==> src/rtl/seq_div_pkg.sv <==
// Shared encodings for the sequential restoring divider.
package seq_div_pkg;

    // Controller states.
    typedef enum logic [1:0] {
        S_IDLE = 2'd0,
        S_CALC = 2'd1,
        S_FIN  = 2'd2
    } state_t;

    // Outcome of an operation, decided when the operands are captured.
    typedef enum logic [1:0] {
        ERR_NONE = 2'd0,
        ERR_ZERO = 2'd1,
        ERR_OVF  = 2'd2
    } err_t;

endpackage

==> src/rtl/seq_div_if.sv <==
// Request/result bundle between the demo FSM and the divider.
interface seq_div_if #(
    parameter int WIDTH = 8
);
    logic                 start;
    logic [2*WIDTH-1:0]   dividend;
    logic [WIDTH-1:0]     divisor;
    logic                 busy;
    logic                 done;
    logic [WIDTH-1:0]     quotient;
    logic [WIDTH-1:0]     remainder;
    logic                 div_by_zero;
    logic                 overflow;

    modport master (
        output start, dividend, divisor,
        input  busy, done, quotient, remainder, div_by_zero, overflow
    );

    modport slave (
        input  start, dividend, divisor,
        output busy, done, quotient, remainder, div_by_zero, overflow
    );
endinterface

==> src/rtl/seq_div_step.sv <==
// One restoring-division iteration: shift in the next dividend bit,
// subtract the divisor when it fits.
module div_step #(
    parameter int WIDTH = 8
) (
    input  logic [WIDTH:0]   r,
    input  logic             q_msb,
    input  logic [WIDTH-1:0] divisor,
    output logic [WIDTH:0]   r_next,
    output logic             q_bit
);
    logic [WIDTH:0] t;

    assign t = {r[WIDTH-1:0], q_msb};
    // r stays below the divisor, so r[WIDTH] is normally 0; if it were set
    // the shifted value would certainly exceed the divisor.
    assign q_bit  = r[WIDTH] | (t >= {1'b0, divisor});
    assign r_next = q_bit ? (t - {1'b0, divisor}) : t;
endmodule

==> src/rtl/seq_div.sv <==
// Sequential restoring divider: 2*WIDTH / WIDTH -> WIDTH quotient and
// remainder, one quotient bit per clock, start/busy/done handshake.
module seq_div
    import seq_div_pkg::*;
#(
    parameter int WIDTH = 8
) (
    input  logic     clk12MHz,
    input  logic     resetn,
    seq_div_if.slave bus
);
    localparam int CW = $clog2(WIDTH + 1);

    state_t           state, state_next;
    err_t             err;
    logic [WIDTH:0]   r;
    logic [WIDTH-1:0] q;
    logic [WIDTH-1:0] d;
    logic [CW-1:0]    cnt;
    logic [WIDTH:0]   r_next;
    logic             q_bit;
    logic [WIDTH-1:0] hi;
    logic [WIDTH-1:0] lo;

    logic             busy, done, div_by_zero, overflow;
    logic [WIDTH-1:0] quotient, remainder;

    assign hi = bus.dividend[2*WIDTH-1:WIDTH];
    assign lo = bus.dividend[WIDTH-1:0];

    assign bus.busy        = busy;
    assign bus.done        = done;
    assign bus.quotient    = quotient;
    assign bus.remainder   = remainder;
    assign bus.div_by_zero = div_by_zero;
    assign bus.overflow    = overflow;

    div_step #(.WIDTH(WIDTH)) u_step (
        .r       (r),
        .q_msb   (q[WIDTH-1]),
        .divisor (d),
        .r_next  (r_next),
        .q_bit   (q_bit)
    );

    // State register.
    always_ff @(posedge clk12MHz or negedge resetn) begin
        if (!resetn) state <= S_IDLE;
        else         state <= state_next;
    end

    // Next state: errors are detected up front and skip the iterations.
    always_comb begin
        state_next = state;
        case (state)
            S_IDLE: begin
                if (bus.start) begin
                    if (bus.divisor == '0 || hi >= bus.divisor) state_next = S_FIN;
                    else                                        state_next = S_CALC;
                end
            end
            S_CALC:  if (cnt == CW'(1)) state_next = S_FIN;
            S_FIN:   state_next = S_IDLE;
            default: state_next = S_IDLE;
        endcase
    end

    // Datapath and result registers; results only move on the FIN edge.
    always_ff @(posedge clk12MHz or negedge resetn) begin
        if (!resetn) begin
            err         <= ERR_NONE;
            r           <= '0;
            q           <= '0;
            d           <= '0;
            cnt         <= '0;
            busy        <= 1'b0;
            done        <= 1'b0;
            quotient    <= '0;
            remainder   <= '0;
            div_by_zero <= 1'b0;
            overflow    <= 1'b0;
        end else begin
            done <= 1'b0;
            case (state)
                S_IDLE: begin
                    if (bus.start) begin
                        r    <= {1'b0, hi};
                        q    <= lo;
                        d    <= bus.divisor;
                        cnt  <= CW'(WIDTH);
                        busy <= 1'b1;
                        if (bus.divisor == '0)      err <= ERR_ZERO;
                        else if (hi >= bus.divisor) err <= ERR_OVF;
                        else                        err <= ERR_NONE;
                    end
                end
                S_CALC: begin
                    r   <= r_next;
                    q   <= {q[WIDTH-2:0], q_bit};
                    cnt <= cnt - CW'(1);
                end
                S_FIN: begin
                    done <= 1'b1;
                    busy <= 1'b0;
                    if (err == ERR_NONE) begin
                        quotient    <= q;
                        remainder   <= r[WIDTH-1:0];
                        div_by_zero <= 1'b0;
                        overflow    <= 1'b0;
                    end else begin
                        quotient    <= '1;
                        remainder   <= '0;
                        div_by_zero <= (err == ERR_ZERO);
                        overflow    <= (err == ERR_OVF);
                    end
                end
                default: ;
            endcase
        end
    end
endmodule

==> src/flat_wrapper.sv <==
// flat-port wrapper written by rule: the top's interface ports become plain ports
module seq_div_flat import seq_div_pkg::*;
#(
    parameter int WIDTH = 8
)
  (clk12MHz, resetn, bus_start, bus_dividend, bus_divisor, bus_busy, bus_done, bus_quotient, bus_remainder, bus_div_by_zero, bus_overflow);
  seq_div_if #(.WIDTH(WIDTH)) bus_i ();
  input  logic clk12MHz;
  input  logic resetn;
  input wire logic [$bits(bus_i.start)-1:0] bus_start;
  input wire logic [$bits(bus_i.dividend)-1:0] bus_dividend;
  input wire logic [$bits(bus_i.divisor)-1:0] bus_divisor;
  output wire logic [$bits(bus_i.busy)-1:0] bus_busy;
  output wire logic [$bits(bus_i.done)-1:0] bus_done;
  output wire logic [$bits(bus_i.quotient)-1:0] bus_quotient;
  output wire logic [$bits(bus_i.remainder)-1:0] bus_remainder;
  output wire logic [$bits(bus_i.div_by_zero)-1:0] bus_div_by_zero;
  output wire logic [$bits(bus_i.overflow)-1:0] bus_overflow;
  assign bus_i.start = bus_start;
  assign bus_i.dividend = bus_dividend;
  assign bus_i.divisor = bus_divisor;
  assign bus_busy = bus_i.busy;
  assign bus_done = bus_i.done;
  assign bus_quotient = bus_i.quotient;
  assign bus_remainder = bus_i.remainder;
  assign bus_div_by_zero = bus_i.div_by_zero;
  assign bus_overflow = bus_i.overflow;
  seq_div #(.WIDTH(WIDTH)) u_core (.clk12MHz(clk12MHz), .resetn(resetn), .bus(bus_i));
endmodule
==> config.mk <==
export PLATFORM = sky130hd
export DESIGN_NAME = seq_div_flat
export DESIGN_NICKNAME = d
export VERILOG_FILES = /design/src/rtl/seq_div_pkg.sv /design/src/rtl/seq_div_if.sv /design/src/rtl/seq_div_step.sv /design/src/rtl/seq_div.sv /design/src/flat_wrapper.sv
export SDC_FILE = /design/constraint.sdc
export NUM_CORES = 1
export LEC_CHECK = 0
export CAP_MARGIN = 10
export CORE_MARGIN = 5
export CORE_UTILIZATION = 53
export CTS_CLUSTER_SIZE = 20
export DETAILED_ROUTE_END_ITERATION = 8
export GPL_TIMING_DRIVEN = 0
export PLACE_DENSITY = 0.88
export SYNTH_ARGS = -nofsm -noshare
export SYNTH_HDL_FRONTEND = slang
export SYNTH_HIERARCHICAL = 1
export SYNTH_SLANG_ARGS = --single-unit
export TNS_END_PERCENT = 20
==> constraint.sdc <==
create_clock -name clk12MHz -period 3.5 [get_ports clk12MHz]
set_clock_uncertainty 0.15 [all_clocks]
set_input_delay 0.35 -clock clk12MHz [delete_from_list [all_inputs] [get_ports clk12MHz]]
set_output_delay 0.35 -clock clk12MHz [all_outputs]
set_load 0.01 [all_outputs]
==> results of run 1 <==
## path summary, 6_finish.rpt
| kind | end | cells past startpoint | from | slack [ns] |
|---|---|---|---|---|
| hold / removal | u_core/cnt[1]$_DFFE_PN0P_ | 2 | resetn | 0.32 |
| hold reg to reg | u_core/bus.div_by_zero$_DFFE_PN0P_ | 2 | u_core/bus.div_by_zero$_DFFE_PN0P_ | 0.33 |
| setup / recovery | u_core/r[6]$_DFFE_PN0P_ | 10 | u_core/q[7]$_DFFE_PN0P_ | 0.80 |
| setup reg to reg | u_core/r[6]$_DFFE_PN0P_ | 10 | u_core/q[7]$_DFFE_PN0P_ | 0.80 |
| max in group asynchronous | u_core/r[4]$_DFFE_PN0P_ | 3 | resetn | 2.37 |
| min in group clk12MHz | u_core/bus.div_by_zero$_DFFE_PN0P_ | 2 | u_core/bus.div_by_zero$_DFFE_PN0P_ | 0.33 |
## logic make-up (layout without fill, tap and decap cells)
logic type                 after synthesis  count (layout)  share of synthesized area
muxes                                    3               3                    0.01362
and+or+nand+nor                         82              82                     0.1444
xor gates and xnor gates                 4               4                    0.01156
buffers and inverters                   40              96                    0.05901
adders and majority gates               19              19                    0.08089
AOI/OAI and AO/OA                      110             110                     0.2530
DFF                                     53              53                     0.4375
## report_power, final
group          internal, mW  total, mW  switching [mW]  leakage, nW
clock network         0.142      0.346           0.204       0.0445
registers             0.887       1.14           0.254        0.646
logic                 0.993       2.03            1.04        0.951
## cell usage after synthesis, types with 8 or more instances
| cell type | n |
|---|---|
| a22oi_1 | 16 |
| a21oi_1 | 22 |
| inv_1 | 25 |
| nand2_1 | 23 |
| ha_1 | 18 |
| nor2_1 | 10 |
| a22o_1 | 10 |
| dfrtp_1 | 53 |
| nor2b_1 | 18 |
| o22a_1 | 8 |
| o21ai_0 | 24 |
## through the flow
stage / power (mW) / setup WS, ns
6_report: 3.515 / 0.8045
5_1_grt: 3.793 / 0.6332
4_1_cts: 3.497 / 0.8947
3_5_place_dp: 3.145 / 0.9288
3_3_place_gp: 3.039 / 0.4676
2_1_floorplan: 2.554 / 1.180
## layout make-up
class                           instances  share of cell area
Clock buffer                            5             0.01861
Buffer                                 15             0.02301
Sequential cell                        53              0.3587
Tap cell                               72             0.02437
Clock inverter                          3            0.005753
Timing Repair Buffer                   48              0.1313
Multi-Input combinational cell        218              0.4129
Inverter                               25             0.02538
## state kept, by name, indices dropped and copies added, names as in the netlist
signal	cells
u_core/bus.busy	1
u_core/bus.div_by_zero	1
u_core/bus.done	1
u_core/bus.overflow	1
u_core/bus.quotient	8
u_core/bus.remainder	8
u_core/cnt	4
u_core/d	8
u_core/err	2
u_core/q	8
u_core/r	9
u_core/state	2
## worst max-delay path, cell delays in order, from the launching register on
cell and delay, ns:
dfrtp_1 0.44, inv_1 0.07, ha_1 0.23, fa_1 0.41, nand2b_1 0.22, a211oi_1 0.36
o21ai_0 0.16, a21boi_0 0.21, o31ai_1 0.10, a22oi_1 0.14, o21ai_1 0.09
## layer usage
metal / up-vias / GRT usage / routed length, um / share of wire
li1: 1223 / - / - / -
met1: 1222 / 0.2508 / 2974 / 0.43
met2: 81 / 0.3355 / 3369 / 0.49
met3: 12 / 0.03170 / 461 / 0.067
met4: 0 / 0.06187 / 105 / 0.015
met5: - / 0 / 0 / 0
==> impl_metrics.json, run 1 <==
{
  "status": "finished, final reports clean",
  "final_core_util": 0.6673,
  "grt_usage": 0.1948,
  "cts_tree": "built",
  "syn_inst": 311,
  "synth_area_leaders": "dfrtp_1 44%, ha_1 7.4%, o21ai_0 4.0%, a22oi_1 4.0%, nor2b_1 3.7%",
  "first_pass_iters": 4,
  "htree_num_levels": 2,
  "synth.avg_cell_area_sq_um": 9.748,
  "via_count": 2538,
  "final_common_cell": "dfrtp_1",
  "period_needed_ns": 2.695,
  "die_w_um": 85.63,
  "cts_buffer_depth": 2,
  "power.density_mw_per_mm2": 950.7,
  "wl_per_cell_um": 15.74,
  "clock_latency_ns": 0.31,
  "yosysTopAreaCell": "dfrtp_1",
  "worst_setup_path_start_kind": "flip-flop",
  "leakage_nw": 1.642,
  "num-fill-cells": 480,
  "grt_pass1_vias": 2519,
  "hold_slack_ns": 0.3233,
  "cp_max_fo": 5,
  "cap_violations": 0,
  "end_kind": "flip-flop",
  "yosys_warnings": 6,
  "setup_viol": 0,
  "die_area_sq_mm": 0.007333,
  "cts.clk_slew.worst_paths_ns": 0.10,
  "clock.fmax_ghz": 0.3710,
  "fin_nets": 412,
  "worstMarginPinSlew_ns": 0.4887,
  "hold_path_class": "in -> async",
  "grt_max_degree": 39,
  "cp_data_required_time_ns": 3.53,
  "syn-cell-area_sq_mm": 0.003032,
  "critPathKind": "reg -> reg",
  "synthArstFlopShare": 1.000,
  "top_level_ports": 47,
  "cts_resized": 0,
  "stdcell_area_sq_mm": 0.003697,
  "post_cts_buffers": 0,
  "cts_buffers": 5,
  "synthFlopType": "dfrtp_1",
  "yosysSeqAreaShare": 0.4375,
  "cts_root_buf": "clkbuf_8",
  "drc": 0,
  "gr-total-overflow": 0,
  "viasPerCell": 5.781,
  "ant_nets": 0,
  "place.gp.congestion": 0.8604,
  "synth_nets": 357,
  "final_cells": 439,
  "dp.cells": 430,
  "drt_iter0_drc": 264,
  "synth-seq-cells": 53,
  "multi_input_comb_area_sq_mm": 0.001526,
  "hold_viol_final": 0,
  "hold_buffers": 1,
  "cp.arrival_ns": 2.73,
  "synth-edff-count": 0,
  "post-route-period-util": 0.7701,
  "antenna_found_initial": 0,
  "setup_tns_ns": 0,
  "layout_common_cells": "53 x dfrtp_1, 45 x clkdlybuf4s50_1, 25 x inv_1",
  "hpwlAfterDp_um": 5487,
  "placed_cell_area_sq_mm": 0.003597,
  "area_delta_synth_final_pct": 21.96,
  "grt_pass1_wl_um": 11600,
  "start_util": 0.5472,
  "rsz0062_at_grt": "no",
  "yosysTopAreaCellShare": 0.4375,
  "wl_um": 6911,
  "numPortBuffers": 46,
  "num_rows": 27,
  "dieHeight_um": 85.63,
  "drv_slew": 0,
  "fp.coreArea_sq_mm": 0.005540,
  "relSlewSlack": 0.6724,
  "register_area_sq_mm": 0.001326,
  "layout-drive-gt1-share": 0.09264,
  "ir_worst_vdd_uv": 337.9,
  "cts.sinks": 53,
  "yosysUniqueCellTypes": 50,
  "antenna_cells": 0
}
Power figures use the tool's default switching activity.
==> run 2, diff against run 1 <==
--- a/config.mk
+++ b/config.mk
@@ -7,11 +7,11 @@
 export LEC_CHECK = 0
 export CAP_MARGIN = 10
 export CORE_MARGIN = 5
-export CORE_UTILIZATION = 53
+export CORE_UTILIZATION = 49
 export CTS_CLUSTER_SIZE = 20
 export DETAILED_ROUTE_END_ITERATION = 8
 export GPL_TIMING_DRIVEN = 0
-export PLACE_DENSITY = 0.88
+export PLACE_DENSITY = 0.86
 export SYNTH_ARGS = -nofsm -noshare
 export SYNTH_HDL_FRONTEND = slang
 export SYNTH_HIERARCHICAL = 1
==> constraint.sdc (replaced) <==
create_clock -name clk12MHz -period 2.27 [get_ports clk12MHz]
set_clock_uncertainty 0.15 [all_clocks]
set_input_delay 0.227 -clock clk12MHz [delete_from_list [all_inputs] [get_ports clk12MHz]]
set_output_delay 0.227 -clock clk12MHz [all_outputs]
set_load 0.01 [all_outputs]
==> run 2 against run 1 <==
Net effect: the flow now finishes with violations (negative setup slack); clock power grew 62%; via count is 2.3% higher; sequential cell count stayed put; worst setup slack worse by 0.89 ns; die area up 7.2%; first-iteration DRC count is 36% lower; combinational power increased by 81%; sequential share of layout area down 1.5 points; total power increased by 72%; critical path type unchanged; critical endpoint unchanged; largest power group unchanged.
==> impl_metrics.json, run 2 (synthesis gave the netlist of run 1 again) <==
{
  "worstMarginPinSlew_ns": 0.5023,
  "relSlewSlack": 0.6633,
  "largest_register_ffs": 9,
  "regMostFlops": "u_core/r",
  "layout_common_cells": "47 x dfrtp_1, 45 x clkdlybuf4s50_1, 24 x inv_1",
  "ir_worst_vdd_uv": 615.9,
  "grt_max_degree": 40,
  "rr_worst_depth": 10,
  "stdcell_area_sq_mm": 0.003881,
  "htree_num_levels": 2,
  "crit_end": "u_core/r[6]$_DFFE_PN0P_",
  "area_delta_synth_final_pct": 28.02,
  "hold_viol_final": 0,
  "first_pass_iters": 4,
  "numPortBuffers": 46,
  "use_met3": 0.03166,
  "cts_buffers": 5,
  "place.gp.congestion": 0.8930,
  "cp_data_required_time_ns": 2.36,
  "gr-total-overflow": 0,
  "antenna_cells": 0,
  "grt_pass1_wl_um": 12280,
  "worstReg2RegEnd": "u_core/r[6]$_DFFE_PN0P_",
  "wl_um": 7455,
  "num_rows": 28,
  "rsz0062_at_grt": "yes",
  "die_w_um": 88.66,
  "antenna_found_initial": 0,
  "setup_viol": 5,
  "viasPerCell": 5.808,
  "cp_max_fo": 3,
  "worst_setup_path_start_kind": "flip-flop",
  "cp_slowest_cell": "dfrtp_1",
  "hpwlAfterDp_um": 5560,
  "setup_tns_ns": -0.2423,
  "critPathLaunch": "u_core/q[7]$_DFFE_PN0P_",
  "die_area_sq_mm": 0.007860,
  "status": "finished with violations",
  "clock_latency_ns": 0.32,
  "use_met2": 0.3435,
  "wl_per_cell_um": 16.68,
  "layout-drive-gt1-share": 0.1667,
  "fp.coreArea_sq_mm": 0.005956,
  "ff2ff_setup_slack_ns": -0.09,
  "grt.busiest_layer": "met2",
  "period_needed_ns": 2.357,
  "fin_nets": 417,
  "power.density_mw_per_mm2": 1556,
  "grt_pass1_vias": 2596,
  "num-fill-cells": 475,
  "end_kind": "flip-flop",
  "drc": 0,
  "cts_tree": "built",
  "ant_nets": 0,
  "crit-reg2reg-launch": "u_core/q[7]$_DFFE_PN0P_",
  "dieHeight_um": 88.66,
  "cts_buffer_depth": 2,
  "grt_use_met1": 0.2613,
  "cp.arrival_ns": 2.45,
  "worst_slack_ns": -0.08674,
  "critPathKind": "reg -> reg",
  "cap_violations": 0,
  "via_count": 2596,
  "placed_cell_area_sq_mm": 0.003642,
  "crit_chain": "inv_1 -> ha_2 -> fa_2 -> nand2b_4 -> a211oi_4 -> o21ai_2 -> nor3b_1 -> o31ai_1 -> a22oi_1 -> o21ai_1",
  "violations": "negative setup slack",
  "cts.sinks": 53,
  "start_util": 0.5090,
  "leakage_nw": 1.666,
  "post-route-period-util": 1.038,
  "final_cells": 447,
  "dp.cells": 433,
  "clock.fmax_ghz": 0.4243,
  "final_common_cell": "dfrtp_1",
  "drv_slew": 0,
  "cts_root_buf": "clkbuf_8",
  "hold_path_class": "in -> async",
  "worst_path_largest_cell_delay_ns": 0.40,
  "grt_usage": 0.2000,
  "cts.clk_slew.worst_paths_ns": 0.10,
  "top_level_ports": 47,
  "drt_iter0_drc": 168
}
==> run 2: changes by cell type in the layout (fill, tap and decap cells not counted), sizes merged <==
cell and change:
buf +5, clkinv -1, clkinvlp +1
==> run 2: repair_timing <==
action	4_1_cts	5_1_grt
hold endpoints to repair	40	0
endpoints found under the setup margin	6	5
hold buffers	1	0
pin swaps	6	4
buffers inserted	5	0
gates cloned	0	0
gates resized for setup	22	3
==> run 2: worst min-delay path by stage <==
| stage | startpoint | to | slack, ns | cells past startpoint |
|---|---|---|---|---|
| after global routing | resetn | u_core/cnt[0]$_DFFE_PN0P_ | 0.24 | 2 |
| after global placement | u_core/bus.overflow$_DFFE_PN0P_ | u_core/bus.overflow$_DFFE_PN0P_ | 0.30 | 2 |
| after detailed placement | resetn | u_core/cnt[0]$_DFFE_PN0P_ | 0.0005 | 1 |
| after floorplan | resetn | u_core/bus.busy$_DFFE_PN0P_ | -0.22 | 0 |
| final | resetn | u_core/d[0]$_DFFE_PN0P_ | 0.20 | 2 |
| after CTS | resetn | u_core/cnt[0]$_DFFE_PN0P_ | 0.20 | 2 |
==> run 2: worst max-delay path, delay by kind of cell, from the launching register on <==
family	cells	cell delay, ns
and+or+nand+nor	2	0.31
AOI/OAI and AO/OA	5	0.80
buffers and inverters	1	0.06
DFF	1	0.40
adders and majority gates	2	0.55
==> run 2: power by group <==
group          switching, mW  internal [mW]  total (mW)
Sequential             0.423           1.38        1.80
Clock                  0.334          0.225       0.559
Combinational           1.80           1.88        3.68
==> run 2: through the flow <==
stage | util | hold slack, ns | total power, mW | setup WS, ns
after floorplan | - | -0.2186 | 4.039 | 0.01835
after global placement | 0.6090 | 0.3017 | 4.801 | -0.6626
after detailed placement | 0.6116 | 0.0005299 | 4.950 | -0.3118
after CTS | 0.6496 | 0.2003 | 5.905 | -0.02217
after global routing | 0.6517 | 0.2390 | 6.464 | -0.1784
final | 0.6517 | 0.1973 | 6.041 | -0.08674
==> run 2: per-layer routing <==
metal / wire length (um) / share of wire
met4: 116 / 0.016
met3: 382 / 0.051
met5: 0 / 0
met1: 3169 / 0.43
met2: 3788 / 0.51
==> run 2: final cells by class <==
| class | instances | area (sq um) | share of cell area |
|---|---|---|---|
| Clock inverter | 3 | 26.28 | 0.006770 |
| Sequential cell | 53 | 1334 | 0.3436 |
| Multi-Input combinational cell | 218 | 1657 | 0.4268 |
| Timing Repair Buffer | 53 | 523.0 | 0.1348 |
| Inverter | 25 | 93.84 | 0.02418 |
| Tap cell | 75 | 93.84 | 0.02418 |
| Buffer | 15 | 85.08 | 0.02192 |
| Clock buffer | 5 | 68.82 | 0.01773 |
